[src/rtl/frame_wr_addr_gen.sv]
// Write-side address generator: turns a video-timed pixel stream into
// frame-local SDRAM write strobes and flags malformed frames.
module frame_wr_addr_gen #(
  parameter int ADDR_BITS   = 21,
  parameter int DATA_BITS   = 32,
  parameter int H_ACTIVE    = 640,
  parameter int V_ACTIVE    = 480,
  parameter int FRAME_WORDS = 307200
) (
  input  logic                 clk,
  input  logic                 rst,
  input  logic                 cap_en,
  input  logic                 vs_in,
  input  logic                 de_in,
  input  logic [DATA_BITS-1:0] pix_in,
  output logic                 App_wr_en,
  output logic [ADDR_BITS-1:0] App_wr_addr,
  output logic [DATA_BITS-1:0] App_wr_din,
  output logic [3:0]           App_wr_dm,
  output logic                 frame_busy,
  output logic                 frame_done,
  output logic                 err_short,
  output logic                 err_long,
  output logic                 err_line
);

  localparam int XW = (H_ACTIVE > 1) ? $clog2(H_ACTIVE) : 1;
  localparam int YW = (V_ACTIVE > 1) ? $clog2(V_ACTIVE) : 1;
  localparam logic [ADDR_BITS-1:0] LAST_WORD = ADDR_BITS'(FRAME_WORDS - 1);
  localparam logic [XW-1:0]        LAST_X    = XW'(H_ACTIVE - 1);
  localparam logic [YW-1:0]        LAST_Y    = YW'(V_ACTIVE - 1);

  typedef enum logic [1:0] {IDLE, CAPTURE, HOLD} state_t;

  state_t                 state_q, state_d;
  logic                   vs_d_q, vs_arm_q, de_d_q;
  logic [ADDR_BITS-1:0]   word_cnt_q, word_cnt_d;
  logic [XW-1:0]          x_cnt_q, x_cnt_d;
  logic [YW-1:0]          y_cnt_q, y_cnt_d;
  logic                   wr_en_q, wr_en_d;
  logic [ADDR_BITS-1:0]   wr_addr_q, wr_addr_d;
  logic [DATA_BITS-1:0]   wr_din_q, wr_din_d;
  logic                   done_q, done_d;
  logic                   err_short_q, err_short_d;
  logic                   err_long_q, err_long_d;
  logic                   err_line_q, err_line_d;

  logic                   vs_rise, accept;
  logic [ADDR_BITS-1:0]   base_cnt;
  logic [XW-1:0]          base_x;
  logic [YW-1:0]          base_y;

  // vs_arm_q blocks a frame start until vs_in has been seen low after reset.
  // A vs_rise takes precedence over the old frame, so base_* are the counters
  // the accepted pixel is placed against.
  always_comb begin
    vs_rise     = vs_in & ~vs_d_q & vs_arm_q;
    accept      = de_in & (vs_rise ? cap_en : (state_q == CAPTURE));
    base_cnt    = vs_rise ? '0 : word_cnt_q;
    base_x      = vs_rise ? '0 : x_cnt_q;
    base_y      = vs_rise ? '0 : y_cnt_q;
    state_d     = state_q;
    word_cnt_d  = base_cnt;
    x_cnt_d     = base_x;
    y_cnt_d     = base_y;
    wr_en_d     = 1'b0;
    wr_addr_d   = wr_addr_q;
    wr_din_d    = wr_din_q;
    done_d      = 1'b0;
    err_short_d = err_short_q;
    err_long_d  = err_long_q;
    err_line_d  = err_line_q;

    if (vs_rise) begin
      if (state_q == CAPTURE && word_cnt_q != '0) err_short_d = 1'b1;
      state_d = cap_en ? CAPTURE : IDLE;
    end
    if (state_q == CAPTURE && de_d_q && !de_in && x_cnt_q != '0) err_line_d = 1'b1;
    if (state_q == HOLD && de_in && !vs_rise) err_long_d = 1'b1;

    if (accept) begin
      wr_en_d   = 1'b1;
      wr_addr_d = base_cnt;
      wr_din_d  = pix_in;
      if (base_cnt == LAST_WORD) begin
        done_d     = 1'b1;
        word_cnt_d = '0;
        x_cnt_d    = '0;
        y_cnt_d    = '0;
        state_d    = HOLD;
      end else begin
        word_cnt_d = base_cnt + 1'b1;
        if (base_x == LAST_X) begin
          x_cnt_d = '0;
          y_cnt_d = (base_y == LAST_Y) ? '0 : base_y + 1'b1;
        end else begin
          x_cnt_d = base_x + 1'b1;
        end
      end
    end
  end

  always_ff @(posedge clk) begin
    if (rst) begin
      state_q     <= IDLE;
      vs_d_q      <= 1'b0;
      vs_arm_q    <= 1'b0;
      de_d_q      <= 1'b0;
      word_cnt_q  <= '0;
      x_cnt_q     <= '0;
      y_cnt_q     <= '0;
      wr_en_q     <= 1'b0;
      wr_addr_q   <= '0;
      wr_din_q    <= '0;
      done_q      <= 1'b0;
      err_short_q <= 1'b0;
      err_long_q  <= 1'b0;
      err_line_q  <= 1'b0;
    end else begin
      state_q     <= state_d;
      vs_d_q      <= vs_in;
      vs_arm_q    <= vs_arm_q | ~vs_in;
      de_d_q      <= de_in;
      word_cnt_q  <= word_cnt_d;
      x_cnt_q     <= x_cnt_d;
      y_cnt_q     <= y_cnt_d;
      wr_en_q     <= wr_en_d;
      wr_addr_q   <= wr_addr_d;
      wr_din_q    <= wr_din_d;
      done_q      <= done_d;
      err_short_q <= err_short_d;
      err_long_q  <= err_long_d;
      err_line_q  <= err_line_d;
    end
  end

  assign App_wr_en   = wr_en_q;
  assign App_wr_addr = wr_addr_q;
  assign App_wr_din  = wr_din_q;
  assign App_wr_dm   = 4'b0000;
  assign frame_busy  = (state_q == CAPTURE);
  assign frame_done  = done_q;
  assign err_short   = err_short_q;
  assign err_long    = err_long_q;
  assign err_line    = err_line_q;

endmodule

[config.mk]
export PLATFORM = sky130hd
export DESIGN_NAME = frame_wr_addr_gen
export DESIGN_NICKNAME = d
export VERILOG_FILES = /design/src/rtl/frame_wr_addr_gen.sv
export SDC_FILE = /design/constraint.sdc
export NUM_CORES = 1
export LEC_CHECK = 0
export CORE_MARGIN = 5
export CORE_UTILIZATION = 49
export CTS_CLUSTER_DIAMETER = 40
export CTS_CLUSTER_SIZE = 28
export DETAILED_ROUTE_END_ITERATION = 8
export PLACE_DENSITY = 0.8
export SLEW_MARGIN = 15
export SYNTH_ARGS = -nofsm -noshare
export SYNTH_HDL_FRONTEND = slang
export SYNTH_SLANG_ARGS = --single-unit
[constraint.sdc]
create_clock -name clk -period 3.85 [get_ports clk]
set_clock_uncertainty 0.05 [all_clocks]
set_input_delay 0.5775 -clock clk [delete_from_list [all_inputs] [get_ports clk]]
set_output_delay 0.5775 -clock clk [all_outputs]
set_load 0.1 [all_outputs]
==> results_dict.tcl, run 1 <==
set metrics [dict create \
    outcome "finished clean" \
    avgSynthCellArea_um2 7.93 \
    die_h_um 99.3 \
    dieArea_mm2 0.00985 \
    ys_ff_latch 94 \
    vias 3701 \
    hold_viol_final 0 \
    synth_area_mm2 0.00390 \
    routed_wl_mm 10.5 \
    rr_worst_depth 8 \
    setup_tns_ns 0 \
    hold_depth 2 \
    htreeDepth 3 \
    cts_tree "done" \
    max_freq_mhz 336 \
    cts.sinks 94 \
    crit_path_end_kind "register" \
    layout_common_cells "116 x nand2_1, 94 x dfxtp_1, 94 x clkdlybuf4s50_1, 64 x a21oi_1, 41 x nor2_1" \
    rows 32 \
    ys_types 42 \
    period_share 0.774 \
    place_congestion 0.953 \
    reg2reg_from "vs_d_q" \
    leakage_uw 0.00171 \
    critical_path_buf_inv_count 1 \
    hold_class "reg2reg" \
    path_cells "clkdlybuf4s50_1 > nand3b_1 > and2_1 > ha_1 > nand2_1 > or4_4 > o31ai_4 > or2b_2 > nor2_1" \
    grt.overflow.total 0 \
    drcViolationCount 0 \
    hp-start "App_wr_addr[5]" \
    crit_slowest_cell "or4_4" \
    rsz0062_at_grt "no" \
    drt-initial-drc-count 226 \
    fp.dieW_um 99.3 \
    detail_route.first_pass.iterations 5 \
    async_reset_ff_frac 0 \
    syn_to_final_growth_pct 32.1 \
    clkLatencyLatePin_ns 0.35 \
    seqCellArea_mm2 0.00188 \
    drive_above_1_share 0.0617 \
    placed_area_mm2 0.00492 \
    powerDensity_mw_per_mm2 383 \
    path_class "in2reg" \
    critPathTopFamily "simple AND/OR/NAND/NOR gates" \
    required_ns 4.03 \
    cp_slowest_stage_delay_ns 0.57 \
    r2r_slack_ns 1.23 \
    cts-buffers-inserted 9 \
    clockBufferDepth 2 \
    design_area_mm2 0.00516 \
    cts_root_buf "clkbuf_8" \
    multi_input_area_mm2 0.00185 \
    grt_first_pass_wirelength_mm 17.0 \
    slew_viol_final 0 \
    ys.flop_type "dfxtp_1" \
    path_clk_slew_ns 0.08 \
    hpwl_mm 7.39 \
    ctsHoldBuffers 0 \
    io_pins 100 \
    post_cts_buffers 0 \
    grt_pass1_vias 3463 \
    synth_warnings 0 \
    peakVddDrop_mv 0.221 \
    hold_slack_ns 0.406 \
    fin_nets 618 \
    r2r_end "word_cnt_q[6]" \
    port_buffers 95 \
    fill_cells 661 \
    worst_pin_slew_ns 1.01 \
    worstPathArrival_ns 3.16 \
    fin_crit_ns 2.98 \
    cp-start-kind "input port" \
    antenna_found_initial 0 \
    fin_util 0.667 \
    synth_edf_count 0 \
    track_usage 0.212 \
    diodes 0 \
    coreArea_mm2 0.00773 \
    finalPower_uw 1980 \
    postSynthCellCount 492 \
    min_to "App_wr_addr[5]" \
    grt_max_degree 60 \
    drv_cap 0 \
    max_slew_margin 0.325 \
    wire_per_inst_um 15.3 \
    yosysSeqAreaShare 0.482 \
    ant_nets 0 \
    initial_core_util 0.505 \
    layout_commonest_cell "nand2_1" \
    post_cts_resized 0 \
    via_per_inst 5.40 \
    setup_viol 0 \
    path_max_fanout 12 \
]
flip-flops by register name, summed over array words and instances (netlist names):
register,count
App_wr_addr,21
App_wr_din,32
word_cnt_q,21
x_cnt_q,10
err_line,1
state_q,2
vs_d_q,1
err_short,1
vs_arm_q,1
App_wr_en,1
err_long,1
frame_done,1
de_d_q,1
final cells by class:
class | instances | area share
Sequential cell | 94 | 0.365
Multi-Input combinational cell | 358 | 0.358
Timing Repair Buffer | 106 | 0.199
Tap cell | 102 | 0.0247
Clock buffer | 9 | 0.0240
Clock inverter | 6 | 0.0216
Inverter | 10 | 0.00728
stage by stage:
stage               worst slack, ns  cells
floorplan                     0.860    495
global placement              0.587    670
detailed placement            0.521    670
CTS                           0.886    685
global route                  0.741    685
finish                        0.871    685
how the worst max path moves through the flow:
| stage | from | to | depth (start not counted) |
|---|---|---|---|
| after floorplan | vs_in | word_cnt_q[10] | 11 |
| final | vs_in | word_cnt_q[6] | 9 |
| after global placement | vs_in | x_cnt_q[8] | 10 |
| after detailed placement | vs_in | x_cnt_q[8] | 10 |
| after global routing | vs_in | word_cnt_q[9] | 9 |
| after CTS | state_q[0] | frame_busy | 2 |
synth_stat cells, types with 3 or more instances:
library cell  number  area, µm²
nor2_1            41        154
xnor2_1           14        123
nor4_1            13       81.3
nor2b_1            3       18.8
a21oi_1           64        320
nor3_1             8       40.0
xor2_1             5       43.8
buf_6              3       33.8
dfxtp_1           94       1880
nand2_1          116        435
clkbuf_1          24       90.1
and2_1             5       31.3
nand4_1            9       56.3
inv_1             10       37.5
nand3_1           37        185
buf_4              4       30.0
a31oi_1            6       37.5
and3_1             4       25.0
kinds of logic after synthesis:
group	synth area share
other	0.000961
multiplexers	0.00801
flip-flops	0.482
XOR/XNOR	0.0426
AO/OA/AOI/OAI	0.111
buffers and inverters	0.0510
adder cells (fa/ha/maj)	0.00641
AND/OR/NAND/NOR	0.298
routing by layer:
layer | track usage | share of wire | wire length (µm)
met1 | 0.263 | 0.43 | 4500
met2 | 0.362 | 0.49 | 5160
met3 | 0.0407 | 0.056 | 585
met4 | 0.0840 | 0.020 | 211
met5 | 0 | 0 | 0
report_power, final:
part / internal [µW] / switching (µW)
Sequential: 983 / 6.33
Clock: 428 / 345
Combinational: 65.5 / 149
tightest hold or removal path, cell delays in order, from the launching register on:
cell and delay (ns):
dfxtp_1 0.32, nand2_1 0.05, a21oi_1 0.05
Note: power is estimated with default switching activity, not from simulation.
==> run 2, diff against run 1 <==
CORE_UTILIZATION = 44   (was 49)
PLACE_DENSITY = 0.76   (was 0.8)
clock period = 2.4 ns   (was 3.85 ns; I/O delays follow)
==> run 2 against run 1 <==
  * Flip-flop and latch count unchanged
  * Global-route usage is 2.2 points lower
  * Power is 54% higher
  * First-iteration DRC count grew 11%
  * Largest cell class is now multi-input gates
  * Register-to-register slack lost 1.1 ns
==> results_dict.tcl, run 2 (same netlist as run 1, synthesis figures left out) <==
set metrics [dict create \
    outcome "finished clean" \
    cts-buffers-inserted 9 \
    fp.dieW_um 104 \
    path_max_fanout 8 \
    grt_max_degree 63 \
    ctsHoldBuffers 0 \
    worst_pin_slew_ns 0.639 \
    rows 34 \
    r2r_end "word_cnt_q[18]" \
    peakVddDrop_mv 0.289 \
    io_pins 100 \
    initial_core_util 0.450 \
    fin_nets 645 \
    powerDensity_mw_per_mm2 581 \
    dieArea_mm2 0.0109 \
    hpwl_mm 7.65 \
    dp.cells 699 \
    fin_crit_ns 2.28 \
    cts_tree "done" \
    cp-start-kind "register" \
    worstPathArrival_ns 2.49 \
    grt_first_pass_wirelength_mm 17.3 \
    r2r_slack_ns 0.12 \
    vias 3735 \
    required_ns 2.61 \
    clkLatencyLatePin_ns 0.37 \
    max_freq_mhz 439 \
    hold_viol_final 0 \
    largest_reg_flops 32 \
    seqCellArea_mm2 0.00188 \
    htreeDepth 3 \
    path_clk_slew_ns 0.09 \
    multi_input_area_mm2 0.00189 \
    rsz0062_at_grt "no" \
    reg2reg_from "vs_d_q" \
    grt.overflow.total 0 \
    setup_viol 0 \
    ant_nets 0 \
    port_buffers 95 \
    grt_pass1_vias 3536 \
    cts_root_buf "clkbuf_8" \
    die_h_um 104 \
    clockBufferDepth 2 \
    slew_viol_final 0 \
    min_to "App_wr_addr[15]" \
    hp-start "rst" \
    wire_per_inst_um 14.4 \
    cts.sinks 94 \
    drv_cap 0 \
    drive_above_1_share 0.214 \
    crit_path_end_kind "register" \
    drcViolationCount 0 \
    leakage_uw 0.00195 \
    path_class "reg2reg" \
    antenna_found_initial 0 \
    hold_class "in2reg" \
    coreArea_mm2 0.00868 \
    diodes 0 \
    hold_depth 2 \
    via_per_inst 5.19 \
    rr_worst_depth 9 \
    layout_commonest_cell "nand2_1" \
    period_share 0.949 \
    finalPower_uw 3040 \
    instances_no_fill 719 \
    track_usage 0.190 \
    drt-initial-drc-count 250 \
    routed_wl_mm 10.4 \
    syn_to_final_growth_pct 34.2 \
    place_congestion 0.918 \
    fill_cells 788 \
    layout_common_cells "115 x nand2_1, 96 x buf_4, 94 x dfxtp_1, 64 x a21oi_1, 41 x nor2_1" \
    max_slew_margin 0.574 \
    detail_route.first_pass.iterations 4 \
]
[run 2: per-stage QoR]
| stage | TNS, ns | hold slack, ns | utilization | worst slack, ns | instance area [µm²] |
|---|---|---|---|---|---|
| 2_1_floorplan | -1.31 | 0.384 | - | -0.129 | 3950 |
| 3_3_place_gp | -16.66 | 0.392 | 0.574 | -0.452 | 4980 |
| 3_5_place_dp | -21.30 | 0.395 | 0.574 | -0.574 | 4980 |
| 4_1_cts | 0 | 0.285 | 0.601 | 0.112 | 5210 |
| 5_1_grt | 0 | 0.291 | 0.604 | 0.0220 | 5240 |
| 6_report | 0 | 0.293 | 0.604 | 0.122 | 5240 |
[run 2: worst max-delay path, cell delays in order (launching register included)]
cell and delay (ns):
dfxtp_1 0.33, nand3b_1 0.12, buf_6 0.14, and2_1 0.20, ha_4 0.16, nand2_2 0.06
or4_4 0.57, nor4_2 0.31, xor2_1 0.19, nor2_1 0.06
[run 2: layout make-up]
cell class                      count  area share
Timing Repair Buffer              133       0.207
Clock buffer                       10      0.0244
Inverter                           10     0.00717
Tap cell                          108      0.0258
Clock inverter                      6      0.0148
Multi-Input combinational cell    358       0.361
Sequential cell                    94       0.359
[run 2: how the worst max path moves through the flow]
stage	from	endpoint	slack [ns]	cells after the start
final	vs_d_q	word_cnt_q[18]	0.12	9
after global placement	vs_in	x_cnt_q[8]	-0.45	9
after CTS	vs_d_q	word_cnt_q[18]	0.11	9
after floorplan	vs_in	word_cnt_q[14]	-0.13	11
after detailed placement	vs_in	word_cnt_q[20]	-0.57	9
after global routing	vs_d_q	word_cnt_q[0]	0.02	10
[run 2: per-layer routing]
metal | vias to the layer above | share of wire | track usage
met5 | - | 0 | 0
met4 | 0 | 0.020 | 0.0759
met3 | 16 | 0.052 | 0.0329
met2 | 90 | 0.50 | 0.327
met1 | 1749 | 0.42 | 0.235
li1 | 1880 | - | -
[run 2: power by group]
part / leakage [µW] / total [µW] / internal (µW) / switching (µW)
clock: 0.000101 / 1100 / 503 / 595
sequential: 0.000759 / 1590 / 1580 / 10.4
combinational: 0.00109 / 357 / 116 / 241
total: 0.00195 / 3040 / 2200 / 846
[run 2: what timing repair did]
item	4_1_cts	5_1_grt
buffers inserted	3	1
gates resized for setup	3	5
endpoints found under the setup margin	32	2
pin swaps	1	0
==> run 3, diff against run 2 <==
PLACE_DENSITY = 0.83   (was 0.76)
==> run 3 against run 2 <==
  * Non-clock buffer count shrank 3
  * Hold slack lost 0.089 ns
  * Worst setup slack improved by 0.035 ns
  * Power shrank 3.0%
  * Via count rose by 2.3%
  * Die area did not move
  * Critical path type unchanged
  * Largest cell class unchanged
  * Largest power group unchanged
==> results_dict.tcl, run 3 (same netlist as run 1, synthesis figures left out) <==
set metrics [dict create \
    outcome "finished clean" \
    dieArea_mm2 0.0109 \
    fin_util 0.600 \
    period_share 0.935 \
    hpwl_mm 7.89 \
    grt.overflow.total 0 \
    antenna_found_initial 0 \
    place_ws_ns -0.518 \
    layout_common_cells "115 x nand2_1, 94 x dfxtp_1, 93 x buf_4, 64 x a21oi_1, 41 x nor2_1" \
    rsz0062_at_grt "no" \
    drive_above_1_share 0.211 \
    routed_wl_mm 10.7 \
    coreArea_mm2 0.00868 \
    cp-start-kind "register" \
    drcViolationCount 0 \
    setup_slack_ns 0.157 \
    via_per_inst 5.34 \
    worst_pin_slew_ns 0.514 \
    io_pins 100 \
    syn_to_final_growth_pct 33.4 \
    powerDensity_mw_per_mm2 567 \
    cts.sinks 94 \
    path_clk_slew_ns 0.09 \
    required_ns 2.61 \
    clkLatencyLatePin_ns 0.37 \
    cts_root_buf "clkbuf_8" \
    cts-buffers-inserted 9 \
    fin_nets 642 \
    path_max_fanout 7 \
    largest_reg_flops 32 \
    grt_pass1_vias 3646 \
    leakage_uw 0.00195 \
    clockBufferDepth 2 \
    hold_class "in2reg" \
    dp.cells 698 \
    htreeDepth 3 \
    grt_first_pass_wirelength_mm 17.8 \
    drv_cap 0 \
    instances_no_fill 716 \
    rows 34 \
    detail_route.first_pass.iterations 4 \
    layout_commonest_cell "nand2_1" \
    max_slew_margin 0.654 \
    wire_per_inst_um 15.0 \
    die_h_um 104 \
    vias 3822 \
    fill_cells 769 \
    fin_crit_ns 2.24 \
    port_buffers 95 \
    diodes 0 \
    cts_tree "done" \
    path_class "reg2reg" \
    grt_max_degree 39 \
    track_usage 0.195 \
    drt-initial-drc-count 284 \
    finalPower_uw 2950 \
    hold_viol_final 0 \
    max_freq_mhz 446 \
    crit_path_end_kind "register" \
    worstPathArrival_ns 2.46 \
    setup_viol 0 \
    peakVddDrop_mv 0.377 \
    place_congestion 0.916 \
    initial_core_util 0.450 \
    slew_viol_final 0 \
    fp.dieW_um 104 \
    ant_nets 0 \
]
run 3: cell count changes in the layout (fill, tap and decap cells not counted), sizes merged:
cell / change
inv: +1
clkbuf: -1
buf: -3
dlygate4sd2: -1
clkinvlp: -1
bufinv: -1
dlymetal6s2s: +1
clkinv: +2
run 3: repair_timing:
action / in CTS / in global routing
setup endpoints to repair: 18 / 16
setup buffers: 2 / 0
gates resized for setup: 4 / 2
cloned: 0 / 0
pin swaps: 1 / 0
hold buffers: 0 / 0
run 3: area by class of cell:
| cell class | instances | area (µm²) | area share |
|---|---|---|---|
| Clock buffer | 9 | 124 | 0.0238 |
| Clock inverter | 7 | 62.6 | 0.0120 |
| Inverter | 10 | 37.5 | 0.00721 |
| Multi-Input combinational cell | 358 | 1890 | 0.363 |
| Sequential cell | 94 | 1880 | 0.361 |
| Tap cell | 108 | 135 | 0.0259 |
| Timing Repair Buffer | 130 | 1080 | 0.207 |
run 3: layer usage:
metal,vias up,wire length [µm],global-route usage
met5,-,0,0
met4,0,248,0.0805
met3,20,588,0.0391
met2,120,5390,0.332
met1,1800,4490,0.239
li1,1882,-,-
run 3: power by group:
part	internal [µW]	leakage [µW]	total [µW]	switching [µW]
sequential	1580	0.000759	1590	11.2
clock	400	0.0000980	1010	605
combinational	115	0.00109	357	242
total	2090	0.00195	2950	858
run 3: worst paths after layout:
check,from,to,slack (ns),cells past startpoint
worst max-delay path,vs_d_q,word_cnt_q[18],0.16,9
worst min-delay path,vs_in,vs_arm_q,0.20,2
worst max register to register,vs_d_q,word_cnt_q[18],0.16,9
worst min register to register,App_wr_addr[20],App_wr_addr[20],0.41,2
run 3: critical path: stages, from the launching register on:
cell and delay [ns]:
dfxtp_1 0.33, nand3b_1 0.10, buf_4 0.15, and2_4 0.17
ha_4 0.14, nand2_2 0.06, or4_4 0.57, nor4_2 0.31
xor2_1 0.19, nor2_1 0.06
run 3: metrics by stage:
stage,TNS [ns],area [µm²],hold WS (ns)
global route,0,5210,0.227
global placement,-14.85,4980,0.390
floorplan,-1.31,3950,0.384
finish,0,5210,0.204
CTS,0,5200,0.315
detailed placement,-19.34,4980,0.397
